===== config.mk =====
export PLATFORM = sky130hd
export DESIGN_NAME = pipe_ctrl
export DESIGN_NICKNAME = d
export VERILOG_FILES = /design/src/rtl/pipe_ctrl_pkg.sv /design/src/rtl/pipe_ctrl_inst_track.sv /design/src/rtl/pipe_ctrl.sv
export SDC_FILE = /design/constraint.sdc
export NUM_CORES = 1
export LEC_CHECK = 0
export CORE_ASPECT_RATIO = 0.8
export CORE_UTILIZATION = 35
export CTS_CLUSTER_DIAMETER = 200
export DETAILED_ROUTE_END_ITERATION = 6
export PLACE_DENSITY = 0.82
export SYNTH_ARGS = -nofsm -noshare
export SYNTH_HDL_FRONTEND = slang
export SYNTH_SLANG_ARGS = --single-unit

===== constraint.sdc =====
create_clock -name clk -period 1.6 [get_ports clk]
set_input_delay 0.32 -clock clk [delete_from_list [all_inputs] [get_ports clk]]
set_output_delay 0.32 -clock clk [all_outputs]
set_load 0.02 [all_outputs]

===== src/rtl/pipe_ctrl_pkg.sv =====
// Shared constants and the fetch-tracking state type for the pipeline controller.
package pipe_ctrl_pkg;

  // One bit per stage: bit0 PC ... bit5 WB; a stalling stage also holds every stage before it.
  localparam logic [5:0] STALL_NONE = 6'b000000;
  localparam logic [5:0] STALL_IF   = 6'b000011;
  localparam logic [5:0] STALL_ID   = 6'b000111;
  localparam logic [5:0] STALL_EX   = 6'b001111;
  localparam logic [5:0] STALL_MEM  = 6'b011111;

  localparam logic [31:0] RESET_PC   = 32'hBFC0_0000;
  localparam logic [31:0] EXC_VECTOR = 32'hBFC0_0380;

  typedef enum logic [0:0] {
    PC_RUN   = 1'b0,
    PC_DRAIN = 1'b1
  } pc_state_e;

endpackage


===== src/rtl/pipe_ctrl_inst_track.sv =====
// Tracks in-flight instruction fetches and marks responses that belong to the
// path abandoned by a flush.
module inst_track
  import pipe_ctrl_pkg::*;
(
  input  logic clk,
  input  logic rstn,
  input  logic flush,
  input  logic inst_req_fire,
  input  logic inst_data_ok,
  output logic inst_discard,
  output logic inst_req_allow
);

  logic [1:0] outst_reg, outst_next;
  logic [1:0] disc_reg, disc_next;
  pc_state_e  state_reg, state_next;

  always_ff @(posedge clk or negedge rstn) begin
    if (!rstn) begin
      outst_reg <= 2'd0;
      disc_reg  <= 2'd0;
      state_reg <= PC_RUN;
    end else begin
      outst_reg <= outst_next;
      disc_reg  <= disc_next;
      state_reg <= state_next;
    end
  end

  always_comb begin
    outst_next = outst_reg;
    if (inst_req_fire && !inst_data_ok && outst_reg != 2'd3)
      outst_next = outst_reg + 2'd1;
    else if (!inst_req_fire && inst_data_ok && outst_reg != 2'd0)
      outst_next = outst_reg - 2'd1;
  end

  // Every request still in flight after the flush edge, including one issued in
  // the flush cycle itself, fetched from the wrong path.
  always_comb begin
    disc_next = disc_reg;
    if (flush)
      disc_next = outst_next;
    else if (inst_data_ok && disc_reg != 2'd0)
      disc_next = disc_reg - 2'd1;
  end

  always_comb begin
    state_next = state_reg;
    case (state_reg)
      PC_RUN: begin
        if (flush && outst_next != 2'd0)
          state_next = PC_DRAIN;
      end
      PC_DRAIN: begin
        if (!flush && disc_next == 2'd0)
          state_next = PC_RUN;
      end
      default: state_next = PC_RUN;
    endcase
  end

  assign inst_discard   = rstn && inst_data_ok && (disc_reg != 2'd0 || flush);
  assign inst_req_allow = rstn && (outst_reg != 2'd3);

endmodule


===== src/rtl/pipe_ctrl.sv =====
// Pipeline controller: merges stage stall requests, raises flush/redirect on
// exception or ERET, and counts stalled cycles.
module pipe_ctrl
  import pipe_ctrl_pkg::*;
(
  input  logic        clk,
  input  logic        rstn,
  input  logic        stallreq_if,
  input  logic        stallreq_id,
  input  logic        stallreq_ex,
  input  logic        stallreq_mem,
  input  logic        exc_valid,
  input  logic        exc_eret,
  input  logic [31:0] epc_in,
  input  logic        inst_req_fire,
  input  logic        inst_data_ok,
  output logic [5:0]  stall,
  output logic        flush,
  output logic [31:0] new_pc,
  output logic        inst_discard,
  output logic        inst_req_allow,
  output logic [31:0] stall_cycles
);

  logic [5:0]  stall_req;
  logic [31:0] stall_cycles_reg;

  always_comb begin
    stall_req = STALL_NONE;
    if (stallreq_mem)
      stall_req = STALL_MEM;
    else if (stallreq_ex)
      stall_req = STALL_EX;
    else if (stallreq_id)
      stall_req = STALL_ID;
    else if (stallreq_if)
      stall_req = STALL_IF;
  end

  // A committed exception squashes everything, so it overrides any stall request.
  always_comb begin
    flush  = 1'b0;
    stall  = STALL_NONE;
    new_pc = RESET_PC;
    if (rstn) begin
      flush  = exc_valid;
      stall  = exc_valid ? STALL_NONE : stall_req;
      new_pc = (exc_valid && exc_eret) ? epc_in : EXC_VECTOR;
    end
  end

  always_ff @(posedge clk or negedge rstn) begin
    if (!rstn)
      stall_cycles_reg <= 32'd0;
    else if (stall != STALL_NONE)
      stall_cycles_reg <= stall_cycles_reg + 32'd1;
  end

  assign stall_cycles = stall_cycles_reg;

  inst_track u_track (
    .clk            (clk),
    .rstn           (rstn),
    .flush          (flush),
    .inst_req_fire  (inst_req_fire),
    .inst_data_ok   (inst_data_ok),
    .inst_discard   (inst_discard),
    .inst_req_allow (inst_req_allow)
  );

endmodule


==> results.py, run 1 <==
metrics = {
    "status": {
        "status": "finished, violations left",
        "violations": "negative setup slack",
    },
    "flow_run": {
        "drv_cap": 0,
    },
    "worst_setup_path": {
        "cp_max_fo": 6,
        "worstSetupPathType": "input pin to flop",
        "critPathRequiredTime_ps": 1820,
        "cp.arrival_ps": 1880,
        "critPathCaptureType": "flop",
        "start_kind": "input pin",
    },
    "grt": {
        "grt_use_total": 0.229,
        "grt_pass1_vias": 2082,
        "grt_pass1_wl_mm": 11.0,
        "gr-total-overflow": 0,
        "antenna_found_initial": 1,
        "grt_start_max_net_pins": 34,
    },
    "placement": {
        "hpwl_mm": 5.32,
        "io_buffers": 113,
        "gp_congestion": 0.781,
        "post-place-ws_ps": -712,
    },
    "synth": {
        "syn_area_per_cell_sq_um": 9.95,
        "ys_seq_area_frac": 0.425,
        "ys_ff_latch": 36,
        "yosysWarnings": 0,
        "synth_nets": 259,
        "syn_inst": 213,
        "synth_cell_types": 32,
        "netlist_area_sq_mm": 0.00212,
    },
    "layout": {
        "multiInputGateArea_sq_mm": 0.00126,
        "layout-drive-gt1-share": 0.388,
        "largest_reg_flops": 32,
        "fill_cells": 460,
        "register_area_sq_um": 923,
        "area_growth_syn_to_layout_pct": 79.1,
        "nets": 424,
    },
    "routing": {
        "drtIter0Drc": 92,
        "drt-vias-per-instance": 4.74,
        "dr.pass1.iters": 4,
        "routedWlPerCell_um": 15.9,
        "routed_wl_mm": 7.27,
        "vias": 2170,
        "drc": 0,
        "antenna_left": 0,
    },
    "power": {
        "finalPower_mw": 3.22,
        "leakagePower_nw": 1.95,
        "vdd_drop_max_v": 0.000819,
        "seq_power_share": 0.362,
        "p_clk_frac": 0.211,
        "power.density_mw_per_mm2": 848,
        "combinationalPowerShare": 0.427,
        "p_int_mw": 2.12,
        "p_sw_mw": 1.10,
        "switching_share": 0.341,
    },
    "clock_network": {
        "root_buffer": "clkbuf_8",
        "clock-sinks": 36,
        "clk_latency_ps": 290,
        "numCtsBuffers": 5,
        "clk_pin_slew_worst_paths_ps": 70,
        "htree_levels": 2,
        "tritoncts": "done",
        "clockBufferDepth": 2,
    },
    "die": {
        "ios": 115,
        "core-area_sq_mm": 0.00565,
        "die-area_sq_mm": 0.00637,
        "std_cell_rows": 24,
        "initial_core_util": 0.375,
        "die_w_um": 89.0,
        "die_h_um": 71.6,
    },
    "sta": {
        "timing.final.ws_setup_ps": -58.4,
        "finalMaxSlewViolations": 0,
        "rsz0062_at_grt": "yes",
        "period_needed_ps": 1660,
        "finalSetupViolCount": 9,
        "finalHoldViolCount": 0,
        "max_freq_ghz": 0.603,
        "whs_ps": 271,
        "period_share": 1.04,
        "setup_tns_ps": -225,
        "fin_skew_ps": 7.89,
    },
    "hold_path": {
        "min_path_type": "input pin to async pin",
    },
}
[power groups by stage]
stage	Sequential (mW)	Clock [mW]	Combinational [mW]
final	1.17	0.680	1.37
after global routing	1.18	0.722	1.49
after CTS	1.15	0.686	1.26
after detailed placement	1.16	0	1.31
after global placement	1.14	0	1.26
after floorplan	1.29	0	0.459
[worst max-delay path, cell delays in order]
cell and delay (ps):
dlygate4sd2_1 270, nor4_4 70, buf_4 150, or4b_4 600
buf_4 170, nor4_4 130, xor2_1 150
[layer usage]
layer  part of all wire  GRT usage
met1               0.45      0.328
met3              0.035     0.0392
met2               0.50      0.364
met5                  0          0
met4              0.011     0.0529
[cell families (layout without fill, tap and decap cells)]
| logic type | Yosys count | count (layout) | share of synthesized area |
|---|---|---|---|
| compound gates | 8 | 8 | 0.0266 |
| xor+xnor | 33 | 33 | 0.136 |
| fa+ha+maj | 4 | 4 | 0.0236 |
| buf+inv | 15 | 181 | 0.0413 |
| flops | 36 | 36 | 0.425 |
| mux | 4 | 4 | 0.0207 |
| other cells | 1 | 2 | 0.00177 |
| simple gates | 112 | 112 | 0.325 |
[synth_stat cells]
library cell / number / area (sq um)
conb_1: 1 / 3.75
nand2b_1: 9 / 56.3
nand3_1: 6 / 30.0
buf_4: 2 / 15.0
or4b_1: 1 / 10.0
or4_1: 2 / 15.0
nand2b_4: 1 / 13.8
nor3_1: 7 / 35.0
dfrtp_1: 36 / 901
a211oi_1: 1 / 7.51
a21oi_1: 2 / 10.0
mux2i_1: 1 / 10.0
nor2b_1: 4 / 25.0
and4_1: 4 / 35.0
o21a_1: 4 / 30.0
nor4_4: 2 / 42.5
ha_1: 4 / 50.1
clkbuf_1: 3 / 11.3
and3_1: 11 / 68.8
mux2_2: 3 / 33.8
and2_1: 21 / 131
xor2_1: 14 / 123
nor4_1: 1 / 6.26
xnor2_1: 19 / 166
a22o_1: 1 / 8.76
buf_6: 3 / 33.8
inv_1: 6 / 22.5
nand4_1: 13 / 81.3
nor2_1: 9 / 33.8
nand2_1: 17 / 63.8
buf_2: 1 / 5.00
nor3_2: 4 / 40.0
[final timing paths]
| path | startpoint | slack [ps] | to | depth (start not counted) |
|---|---|---|---|---|
| max | stallreq_id | -60 | stall_cycles[29] | 7 |
| min | rstn | 270 | stall_cycles[6] | 3 |
| max reg2reg | stall_cycles[0] | -60 | stall_cycles[26] | 5 |
| min reg2reg | stall_cycles[31] | 480 | stall_cycles[31] | 1 |
| max in group asynchronous | rstn | 850 | u_track.outst_reg[1] | 3 |
| min in group clk | stall_cycles[31] | 480 | stall_cycles[31] | 1 |
[layout by cell type (no fill, tap or decap), types with 6 or more instances in the layout]
cell	count
buf_4	62
dlygate4sd2_1	35
clkdlybuf4s50_1	34
and2_1	21
buf_2	21
xnor2_1	19
dfrtp_2	18
dfrtp_1	18
nand2_1	17
xor2_1	14
nand4_1	13
nand2b_1	9
and3_1	9
nor2_1	8
clkbuf_8	6
[through the flow]
step / area [sq um] / util / instances
after floorplan: 2190 / - / 213
after global placement: 3670 / 0.650 / 437
after detailed placement: 3670 / 0.650 / 437
after CTS: 3690 / 0.653 / 450
after global routing: 3800 / 0.672 / 458
final: 3800 / 0.672 / 458
[cell type report]
cell class                      instances  share of cell area
Inverter                                6             0.00593
Timing Repair Buffer                  167               0.368
Clock buffer                            7              0.0227
Multi-Input combinational cell        162               0.332
Sequential cell                        36               0.243
Antenna cell                            1            0.000659
Clock inverter                          1             0.00198
Tap cell                               78              0.0257
[repair_timing]
action / 4_1_cts / 5_1_grt
endpoints found under the hold margin: 3 / 0
setup buffers: 3 / 7
resized for setup: 211 / 22
hold buffers: 1 / 0
endpoints found under the setup margin: 98 / 34
pin swaps: 10 / 13
gates cloned: 2 / 0
Power figures use the tool's default switching activity.
==> run 2, diff against run 1 <==
- CORE_ASPECT_RATIO: 0.8 -> 1.75
- CTS_CLUSTER_SIZE: not set -> 14
- SKIP_LAST_GASP: not set -> 1
==> results.py, run 2 (synthesis results as in run 1) <==
metrics = {
    "grt": {
        "antenna_found_initial": 0,
        "grt_pass1_vias": 2267,
        "grt_pass1_wl_mm": 11.3,
        "grt_use_total": 0.241,
        "grt_start_max_net_pins": 24,
        "gr-total-overflow": 0,
    },
    "sta": {
        "finalSetupViolCount": 6,
        "whs_ps": 15.6,
        "rsz0062_at_grt": "yes",
        "timing.final.ws_setup_ps": -56.7,
        "period_share": 1.04,
        "fin_skew_ps": 2.85,
        "finalMaxSlewViolations": 0,
        "max_freq_ghz": 0.604,
        "finalHoldViolCount": 0,
        "setup_tns_ps": -124,
        "period_needed_ps": 1660,
    },
    "worst_setup_path": {
        "cp.arrival_ps": 1870,
        "critPathRequiredTime_ps": 1810,
        "crit_family": "simple AND/OR/NAND/NOR gates",
        "cp_max_fo": 6,
        "worstSetupPathType": "input pin to flop",
        "crit_path_frequent_cell": "nor4_4",
        "cp_num_buf_inv": 2,
        "slowest_delay_ps": 580,
        "crit_path_cell_trace": "clkdlybuf4s15_1 > nor4_4 > buf_4 > or4b_4 > nor4_4 > xor2_1",
        "cp_slowest_cell": "or4b_4",
        "critPathCaptureType": "flop",
        "start_kind": "input pin",
    },
    "flow_run": {
        "drv_cap": 0,
    },
    "placement": {
        "placed_area_sq_mm": 0.00370,
        "gp_congestion": 0.763,
        "hpwl_mm": 5.32,
        "io_buffers": 113,
    },
    "layout": {
        "nets": 431,
        "final_cell_area_sq_mm": 0.00401,
        "area_growth_syn_to_layout_pct": 89.3,
        "fill_cells": 455,
        "layout_commonest_cell": "buf_4",
        "register_area_sq_um": 923,
        "n_antenna_cell": 0,
        "final_cell_mix": "57 x buf_4, 36 x dlygate4sd2_1, 34 x clkdlybuf4s50_1",
        "layout-drive-gt1-share": 0.433,
        "multiInputGateArea_sq_mm": 0.00129,
        "finalCoreUtilization": 0.682,
        "largest_reg_flops": 32,
    },
    "routing": {
        "drt-vias-per-instance": 4.77,
        "drc": 0,
        "antenna_left": 0,
        "routed_wl_mm": 7.38,
        "vias": 2212,
        "dr.pass1.iters": 4,
        "drtIter0Drc": 81,
        "routedWlPerCell_um": 15.9,
    },
    "clock_network": {
        "htree_levels": 2,
        "clk_latency_ps": 290,
        "clk_pin_slew_worst_paths_ps": 70,
        "clockBufferDepth": 2,
        "clock-sinks": 36,
        "numCtsBuffers": 5,
        "tritoncts": "done",
        "root_buffer": "clkbuf_8",
    },
    "power": {
        "finalPower_mw": 3.30,
        "p_clk_frac": 0.202,
        "leakagePower_nw": 2.04,
        "power.density_mw_per_mm2": 823,
        "p_sw_mw": 1.11,
        "vdd_drop_max_v": 0.000933,
        "switching_share": 0.335,
        "combinationalPowerShare": 0.448,
        "seq_power_share": 0.350,
        "p_int_mw": 2.20,
    },
    "die": {
        "ios": 115,
        "die-area_sq_mm": 0.00638,
        "std_cell_rows": 37,
        "die_w_um": 60.8,
        "initial_core_util": 0.361,
        "core-area_sq_mm": 0.00588,
        "die_h_um": 105,
    },
    "hold_path": {
        "min_path_type": "input pin to async pin",
    },
    "status": {
        "status": "finished, violations left",
        "violations": "negative setup slack",
    },
}
## run 2: cell count changes in the layout (fill, tap and decap cells not counted), moves of 2 or more
cell             before  now
buf_6                 2   20
buf_4                62   57
clkdlybuf4s15_1       4    2
buf_16                0    2
and2_4                0   10
and2_1               21   11
buf_2                21   15
nor3_4                4    2
clkdlybuf4s15_2       2    4
nor3_2                5    7
clkbuf_2              3    0
## run 2: power groups by stage
stage / logic, mW / clock network (mW) / registers (mW)
2_1_floorplan: 0.459 / 0 / 1.29
3_3_place_gp: 1.26 / 0 / 1.15
3_5_place_dp: 1.32 / 0 / 1.15
4_1_cts: 1.33 / 0.682 / 1.14
5_1_grt: 1.59 / 0.716 / 1.17
6_report: 1.48 / 0.667 / 1.16
## run 2: path summary, 6_finish.rpt
path	from	endpoint	slack, ps	depth (start not counted)
worst max-delay path	stallreq_mem	stall_cycles[31]	-60	6
worst min-delay path	rstn	stall_cycles[1]	20	2
worst max register to register	stall_cycles[1]	stall_cycles[31]	-30	4
worst min register to register	stall_cycles[31]	stall_cycles[31]	460	1
max in group asynchronous	rstn	stall_cycles[13]	1090	3
min in group clk	stall_cycles[31]	stall_cycles[31]	460	1
## run 2: worst register-to-register path, delay by kind of cell, from the launching register on
kind          cells  cell delay (ps)
xor+xnor          1              170
flops             1              400
simple gates      3              980
## run 2: per-stage QoR
stage                     worst slack (ps)  instances
after floorplan                      -64.0        213
after global placement                -637        441
after detailed placement              -658        441
after CTS                            -31.4        460
after global routing                  -103        464
final                                -56.7        464
## run 2: area by class of cell
type,count,area share
multi-input combinational,162,0.321
inverter,6,0.00561
clock buffer,8,0.0225
sequential,36,0.230
tap,78,0.0243
timing repair buffer,174,0.396
## run 2: repair_timing
| item | 4_1_cts | 5_1_grt |
|---|---|---|
| hold buffers | 0 | 0 |
| gates resized for setup | 251 | 15 |
| pin swaps | 17 | 6 |
| buffers inserted | 8 | 4 |
| cloned | 4 | 0 |
| endpoints found under the setup margin | 101 | 20 |
## run 2: routing by layer
layer	vias to the layer above	GRT usage	wire (um)
li1	1070	-	-
met1	1070	0.288	2810
met2	60	0.417	4240
met3	12	0.0322	199
met4	0	0.0990	134
met5	-	0	0
